[config.mk]
export PLATFORM = sky130hd
export DESIGN_NAME = mem_controller
export DESIGN_NICKNAME = d
export VERILOG_FILES = /design/src/rtl/mem_controller.sv
export SDC_FILE = /design/constraint.sdc
export NUM_CORES = 1
export LEC_CHECK = 0
export ABC_AREA = 1
export BUFFER_PORTS_ARGS = -buffer_cell sky130_fd_sc_hd__buf_2
export CAP_MARGIN = 20
export CORE_MARGIN = 2
export CORE_UTILIZATION = 35
export CTS_BUF_LIST = sky130_fd_sc_hd__clkbuf_8
export DETAILED_ROUTE_END_ITERATION = 8
export PLACE_DENSITY = 0.67
export SETUP_SLACK_MARGIN = 0.02
export SLEW_MARGIN = 20
export SYNTH_ARGS = -nofsm -noshare
export SYNTH_HDL_FRONTEND = slang
export SYNTH_SLANG_ARGS = --single-unit
[constraint.sdc]
create_clock -name clk_i -period 2.8 [get_ports clk_i]
set_input_delay 0.28 -clock clk_i [delete_from_list [all_inputs] [get_ports clk_i]]
set_output_delay 0.28 -clock clk_i [all_outputs]
set_load 0.02 [all_outputs]
[src/rtl/mem_controller.sv]
// Round-robin arbiter from NUM_CONSUMERS load/store units onto one memory port.
// One transaction in flight; the consumer ready stays high until that consumer drops its valid.
module mem_controller #(
  parameter int unsigned AddrBits     = 8,
  parameter int unsigned DataBits     = 8,
  parameter int unsigned NumConsumers = 4
) (
  input  logic                             clk_i,
  input  logic                             rst_ni,
  input  logic [NumConsumers-1:0]          consumer_read_valid_i,
  input  logic [NumConsumers*AddrBits-1:0] consumer_read_addr_i,
  output logic [NumConsumers-1:0]          consumer_read_ready_o,
  output logic [NumConsumers*DataBits-1:0] consumer_read_data_o,
  input  logic [NumConsumers-1:0]          consumer_write_valid_i,
  input  logic [NumConsumers*AddrBits-1:0] consumer_write_addr_i,
  input  logic [NumConsumers*DataBits-1:0] consumer_write_data_i,
  output logic [NumConsumers-1:0]          consumer_write_ready_o,
  output logic                             mem_read_valid_o,
  output logic [AddrBits-1:0]              mem_read_address_o,
  input  logic                             mem_read_ready_i,
  input  logic [DataBits-1:0]              mem_read_data_i,
  output logic                             mem_write_valid_o,
  output logic [AddrBits-1:0]              mem_write_address_o,
  output logic [DataBits-1:0]              mem_write_data_o,
  input  logic                             mem_write_ready_i
);

  localparam int unsigned IdW = (NumConsumers > 1) ? $clog2(NumConsumers) : 1;
  typedef logic [IdW-1:0] id_t;

  typedef enum logic [2:0] {
    StIdle,
    StReadWait,
    StWriteWait,
    StReadRelay,
    StWriteRelay
  } state_e;

  state_e                         state_q, state_d;
  id_t                            rr_ptr_q, rr_ptr_d;
  id_t                            cur_id_q, cur_id_d;
  logic                           mem_read_valid_q, mem_read_valid_d;
  logic [AddrBits-1:0]            mem_read_address_q, mem_read_address_d;
  logic                           mem_write_valid_q, mem_write_valid_d;
  logic [AddrBits-1:0]            mem_write_address_q, mem_write_address_d;
  logic [DataBits-1:0]            mem_write_data_q, mem_write_data_d;
  logic [NumConsumers-1:0]        read_ready_q, read_ready_d;
  logic [NumConsumers*DataBits-1:0] read_data_q, read_data_d;
  logic [NumConsumers-1:0]        write_ready_q, write_ready_d;

  logic [NumConsumers-1:0] req;
  logic                    grant_found;
  id_t                     grant_id;

  assign req = consumer_read_valid_i | consumer_write_valid_i;

  // First requester at or after rr_ptr, wrapping around.
  always_comb begin
    int unsigned idx;
    grant_found = 1'b0;
    grant_id    = '0;
    for (int unsigned k = 0; k < NumConsumers; k++) begin
      idx = (32'(rr_ptr_q) + k) % NumConsumers;
      if (!grant_found && req[idx]) begin
        grant_found = 1'b1;
        grant_id    = id_t'(idx);
      end
    end
  end

  always_comb begin
    state_d             = state_q;
    rr_ptr_d            = rr_ptr_q;
    cur_id_d            = cur_id_q;
    mem_read_valid_d    = mem_read_valid_q;
    mem_read_address_d  = mem_read_address_q;
    mem_write_valid_d   = mem_write_valid_q;
    mem_write_address_d = mem_write_address_q;
    mem_write_data_d    = mem_write_data_q;
    read_ready_d        = read_ready_q;
    read_data_d         = read_data_q;
    write_ready_d       = write_ready_q;

    case (state_q)
      StIdle: begin
        if (grant_found) begin
          cur_id_d = grant_id;
          rr_ptr_d = id_t'((32'(grant_id) + 32'd1) % NumConsumers);
          if (consumer_read_valid_i[grant_id]) begin
            mem_read_valid_d   = 1'b1;
            mem_read_address_d = consumer_read_addr_i[32'(grant_id)*AddrBits +: AddrBits];
            state_d            = StReadWait;
          end else begin
            mem_write_valid_d   = 1'b1;
            mem_write_address_d = consumer_write_addr_i[32'(grant_id)*AddrBits +: AddrBits];
            mem_write_data_d    = consumer_write_data_i[32'(grant_id)*DataBits +: DataBits];
            state_d             = StWriteWait;
          end
        end
      end
      StReadWait: begin
        if (mem_read_ready_i) begin
          read_data_d[32'(cur_id_q)*DataBits +: DataBits] = mem_read_data_i;
          read_ready_d[cur_id_q] = 1'b1;
          mem_read_valid_d       = 1'b0;
          state_d                = StReadRelay;
        end
      end
      StWriteWait: begin
        if (mem_write_ready_i) begin
          write_ready_d[cur_id_q] = 1'b1;
          mem_write_valid_d       = 1'b0;
          state_d                 = StWriteRelay;
        end
      end
      StReadRelay: begin
        if (!consumer_read_valid_i[cur_id_q]) begin
          read_ready_d[cur_id_q] = 1'b0;
          state_d                = StIdle;
        end
      end
      StWriteRelay: begin
        if (!consumer_write_valid_i[cur_id_q]) begin
          write_ready_d[cur_id_q] = 1'b0;
          state_d                 = StIdle;
        end
      end
      default: state_d = StIdle;
    endcase
  end

  always_ff @(posedge clk_i or negedge rst_ni) begin
    if (!rst_ni) begin
      state_q             <= StIdle;
      rr_ptr_q            <= '0;
      cur_id_q            <= '0;
      mem_read_valid_q    <= 1'b0;
      mem_read_address_q  <= '0;
      mem_write_valid_q   <= 1'b0;
      mem_write_address_q <= '0;
      mem_write_data_q    <= '0;
      read_ready_q        <= '0;
      read_data_q         <= '0;
      write_ready_q       <= '0;
    end else begin
      state_q             <= state_d;
      rr_ptr_q            <= rr_ptr_d;
      cur_id_q            <= cur_id_d;
      mem_read_valid_q    <= mem_read_valid_d;
      mem_read_address_q  <= mem_read_address_d;
      mem_write_valid_q   <= mem_write_valid_d;
      mem_write_address_q <= mem_write_address_d;
      mem_write_data_q    <= mem_write_data_d;
      read_ready_q        <= read_ready_d;
      read_data_q         <= read_data_d;
      write_ready_q       <= write_ready_d;
    end
  end

  assign consumer_read_ready_o  = read_ready_q;
  assign consumer_read_data_o   = read_data_q;
  assign consumer_write_ready_o = write_ready_q;
  assign mem_read_valid_o       = mem_read_valid_q;
  assign mem_read_address_o     = mem_read_address_q;
  assign mem_write_valid_o      = mem_write_valid_q;
  assign mem_write_address_o    = mem_write_address_q;
  assign mem_write_data_o       = mem_write_data_q;

endmodule
==> results.md <==
- Num CTS Buffers: 9
- Total GRT Usage: 0.196
- CTS tree: done
- Seq/Total Area, Yosys: 0.431
- EDFF count, synth: 0
- Initial DRC count: slightly below 300
- Core area: 11900 µm²
- Area of placed instances: 5220 µm²
- First-pass GRT wire length: approximately 20 mm
- Power density over cell area: 1360 nW/µm²
- Hold crit path type: input pin to asynchronous set/reset pin
- Worst slew margin: 0.384
- Layout cells sized above 1: 0.298
- Most frequent cells in the layout: buf_2 (180), nand2_1 (126), nor2_1 (98)
- Vias per inst: a little under 5
- # rows: 40
- CP Class: register to register
- Top_reg_cell synth: dfrtp_1
- Antenna violations before repair: 0
- Maximum VDD drop: a little under 1 mV
- Critical Path AT: between 2 and 3 ns
- Setup bufs post-CTS: 0
- CP Launch Type: register
- Area Overhead vs Synth: 28.5%
- Vias in the first global route: ~4.2k
- Fin. Hold Viols: 0
- ANT nets after route: 0
- Final #Nets: 877
- #FFs+latches synth: 73
- Seq. cell area: roughly 1800 µm²
- Gpl congestion: around 0.86
- CTS resizes: 0
- Htree depth: 3
- Initial core utilization: 0.356
- Syn Nets: roughly 700
- Synth unique cells: 29
- CP Capture Type: register
- RR Startpoint: rr_ptr_q[0]$_DFFE_PN0N_
- Vias: 4455
- Final WL: 12.7 mm
- Clock Sink Count: 73
- Setup_tns: 0 ns
- Leakage: 3.01 nW
- Ports: 182
- Clk_skew: 0.00978 ns
- Die Height: approximately 110 µm
- Cells after Synth: roughly 580
- Total die area: 13000 µm²
- Status: finished, final reports clean
- Worst r2r path cells: 14
- Slew Viols, Final: 0
- DRC: 0
- Post-Syn Area per Cell: 7.28 µm²
- RSZ-0062 raised after global routing: false
- Clock buffer depth: 2
- Most common cell after layout, fill and taps aside: buf_2
- CTS clk-pin slew, worst paths: roughly 0.08 ns
- I/O Buffers: between 150 and 200
- Synth warn: 0
- Core Util, Final: 0.457
- Worst R2R End: mem_write_data_o[7]$_DFFE_PN0P_
- Fin Hold WS: 0.0711 ns
- FMAX: 416 MHz
- Multi-input gate area: ~2100 µm²
- Largest net degree at the start of global routing: 74
- Hold buffers post-CTS: 0
- Post-Synthesis Cell Area: 4240 µm²
- Final min period: between 2 and 2.5 ns
- Flop-to-flop setup slack: 0.39 ns
- Detailed placement HPWL: 9.86 mm
- DR pass1 iterations: 5
- Worst-path fanout max: 25
- Fillers: ~1.3k
- Slew @ Worst Pin: about 0.92 ns
- Worst Path Required: roughly 3.0 ns
- Max-cap violations: 0
- Clock root buffer: clkbuf_8
- DIE WIDTH: about 110 µm
- Clk_lat worst skew: ~0.35 ns
- Total grt overflow: 0
- Post-Layout Inst Area: between 5000 and 6000 µm²
- Setup violations, final: 0
- Period utilization: 0.859
- Number of diodes: 0
- Synth async-reset ratio: 1.00
- Avg WL per Cell: 14.0 µm
## power by group
group / internal (mW) / switching (mW) / total [mW] / leakage, nW
clock network: 0.529 / 0.414 / 0.943 / 0.113
registers: 1.52 / 0.309 / 1.83 / 0.946
logic: 1.48 / 3.15 / 4.63 / 1.95
total: 3.52 / 3.88 / 7.40 / 3.01
## cells in the mapped netlist, types with 2 or more instances
master | n | area share
nand2_1 | 126 | 0.11
nor2_1 | 98 | 0.087
o21ai_0 | 90 | 0.11
dfrtp_1 | 73 | 0.43
nand3_1 | 48 | 0.057
o21ai_1 | 38 | 0.045
inv_1 | 35 | 0.031
buf_6 | 8 | 0.021
clkbuf_1 | 8 | 0.0071
nand4_1 | 8 | 0.012
buf_2 | 7 | 0.0083
nor3_1 | 6 | 0.0071
ha_1 | 5 | 0.015
nand2_2 | 4 | 0.0059
nand3_2 | 4 | 0.0095
a21oi_1 | 3 | 0.0035
buf_4 | 2 | 0.0035
clkbuf_2 | 2 | 0.0024
inv_2 | 2 | 0.0018
mux2_2 | 2 | 0.0053
nand2_4 | 2 | 0.0053
nand3_4 | 2 | 0.0083
o22ai_1 | 2 | 0.0030
o31ai_1 | 2 | 0.0035
## layer usage
metal / track usage / vias up / routed length [µm] / part of all wire
met5: 0 / - / 0 / 0
met4: 0.0520 / 0 / 99 / 0.0078
met3: 0.0372 / 10 / 783 / 0.062
met2: 0.344 / 179 / 6450 / 0.51
met1: 0.247 / 1995 / 5400 / 0.42
li1: - / 2271 / - / -
## worst max path at each step
| stage | cells past startpoint | slack, ns | startpoint | endpoint |
|---|---|---|---|---|
| 2_1_floorplan | 8 | 0.80 | cur_id_q[0]$_DFFE_PN0N_ | consumer_read_data_o[16]$_DFFE_PN0P_ |
| 3_3_place_gp | 15 | 0.41 | rr_ptr_q[0]$_DFFE_PN0N_ | mem_write_address_o[5]$_DFFE_PN0P_ |
| 3_5_place_dp | 14 | 0.38 | rr_ptr_q[0]$_DFFE_PN0N_ | mem_write_data_o[7]$_DFFE_PN0P_ |
| 4_1_cts | 14 | 0.37 | rr_ptr_q[0]$_DFFE_PN0N_ | mem_write_data_o[7]$_DFFE_PN0P_ |
| 5_1_grt | 14 | 0.09 | rr_ptr_q[0]$_DFFE_PN0N_ | mem_write_address_o[3]$_DFFE_PN0P_ |
| 6_report | 14 | 0.39 | rr_ptr_q[0]$_DFFE_PN0N_ | mem_write_data_o[7]$_DFFE_PN0P_ |
## final cells by class
type                            count  area share
Tap cell                          147      0.0338
Multi-Input combinational cell    443       0.381
Timing Repair Buffer              191       0.181
Sequential cell                    73       0.336
Clock buffer                       10      0.0253
Inverter                           38      0.0267
Clock inverter                      6      0.0166
## critical path, cell delays in order (launching register included)
cell,delay (ns)
dfrtp_1,0.48
inv_4,0.13
nand2_1,0.08
nand3_1,0.13
nand2_2,0.09
nor2_4,0.13
nand2_1,0.06
nand3_1,0.09
nand2_2,0.08
inv_2,0.28
nand3_2,0.20
nand2_4,0.23
nand2_4,0.17
nand2_1,0.11
nand2_1,0.05
## through the flow
stage                     setup WS (ns)  total power, mW  std cells
after floorplan                   0.796             5.38        582
after global placement            0.409             6.48        892
after detailed placement          0.378             6.51        892
after CTS                         0.370             7.48        908
after global routing             0.0922             8.15        908
final                             0.394             7.40        908
## kinds of logic after synthesis
kind of cell | share of synthesized area
multiplexers | 0.00532
AO/OA/AOI/OAI | 0.161
AND/OR/NAND/NOR | 0.309
buffers and inverters | 0.0786
flip-flops | 0.431
adder cells (fa/ha/maj) | 0.0148
Note: power is estimated with default switching activity, not from simulation.
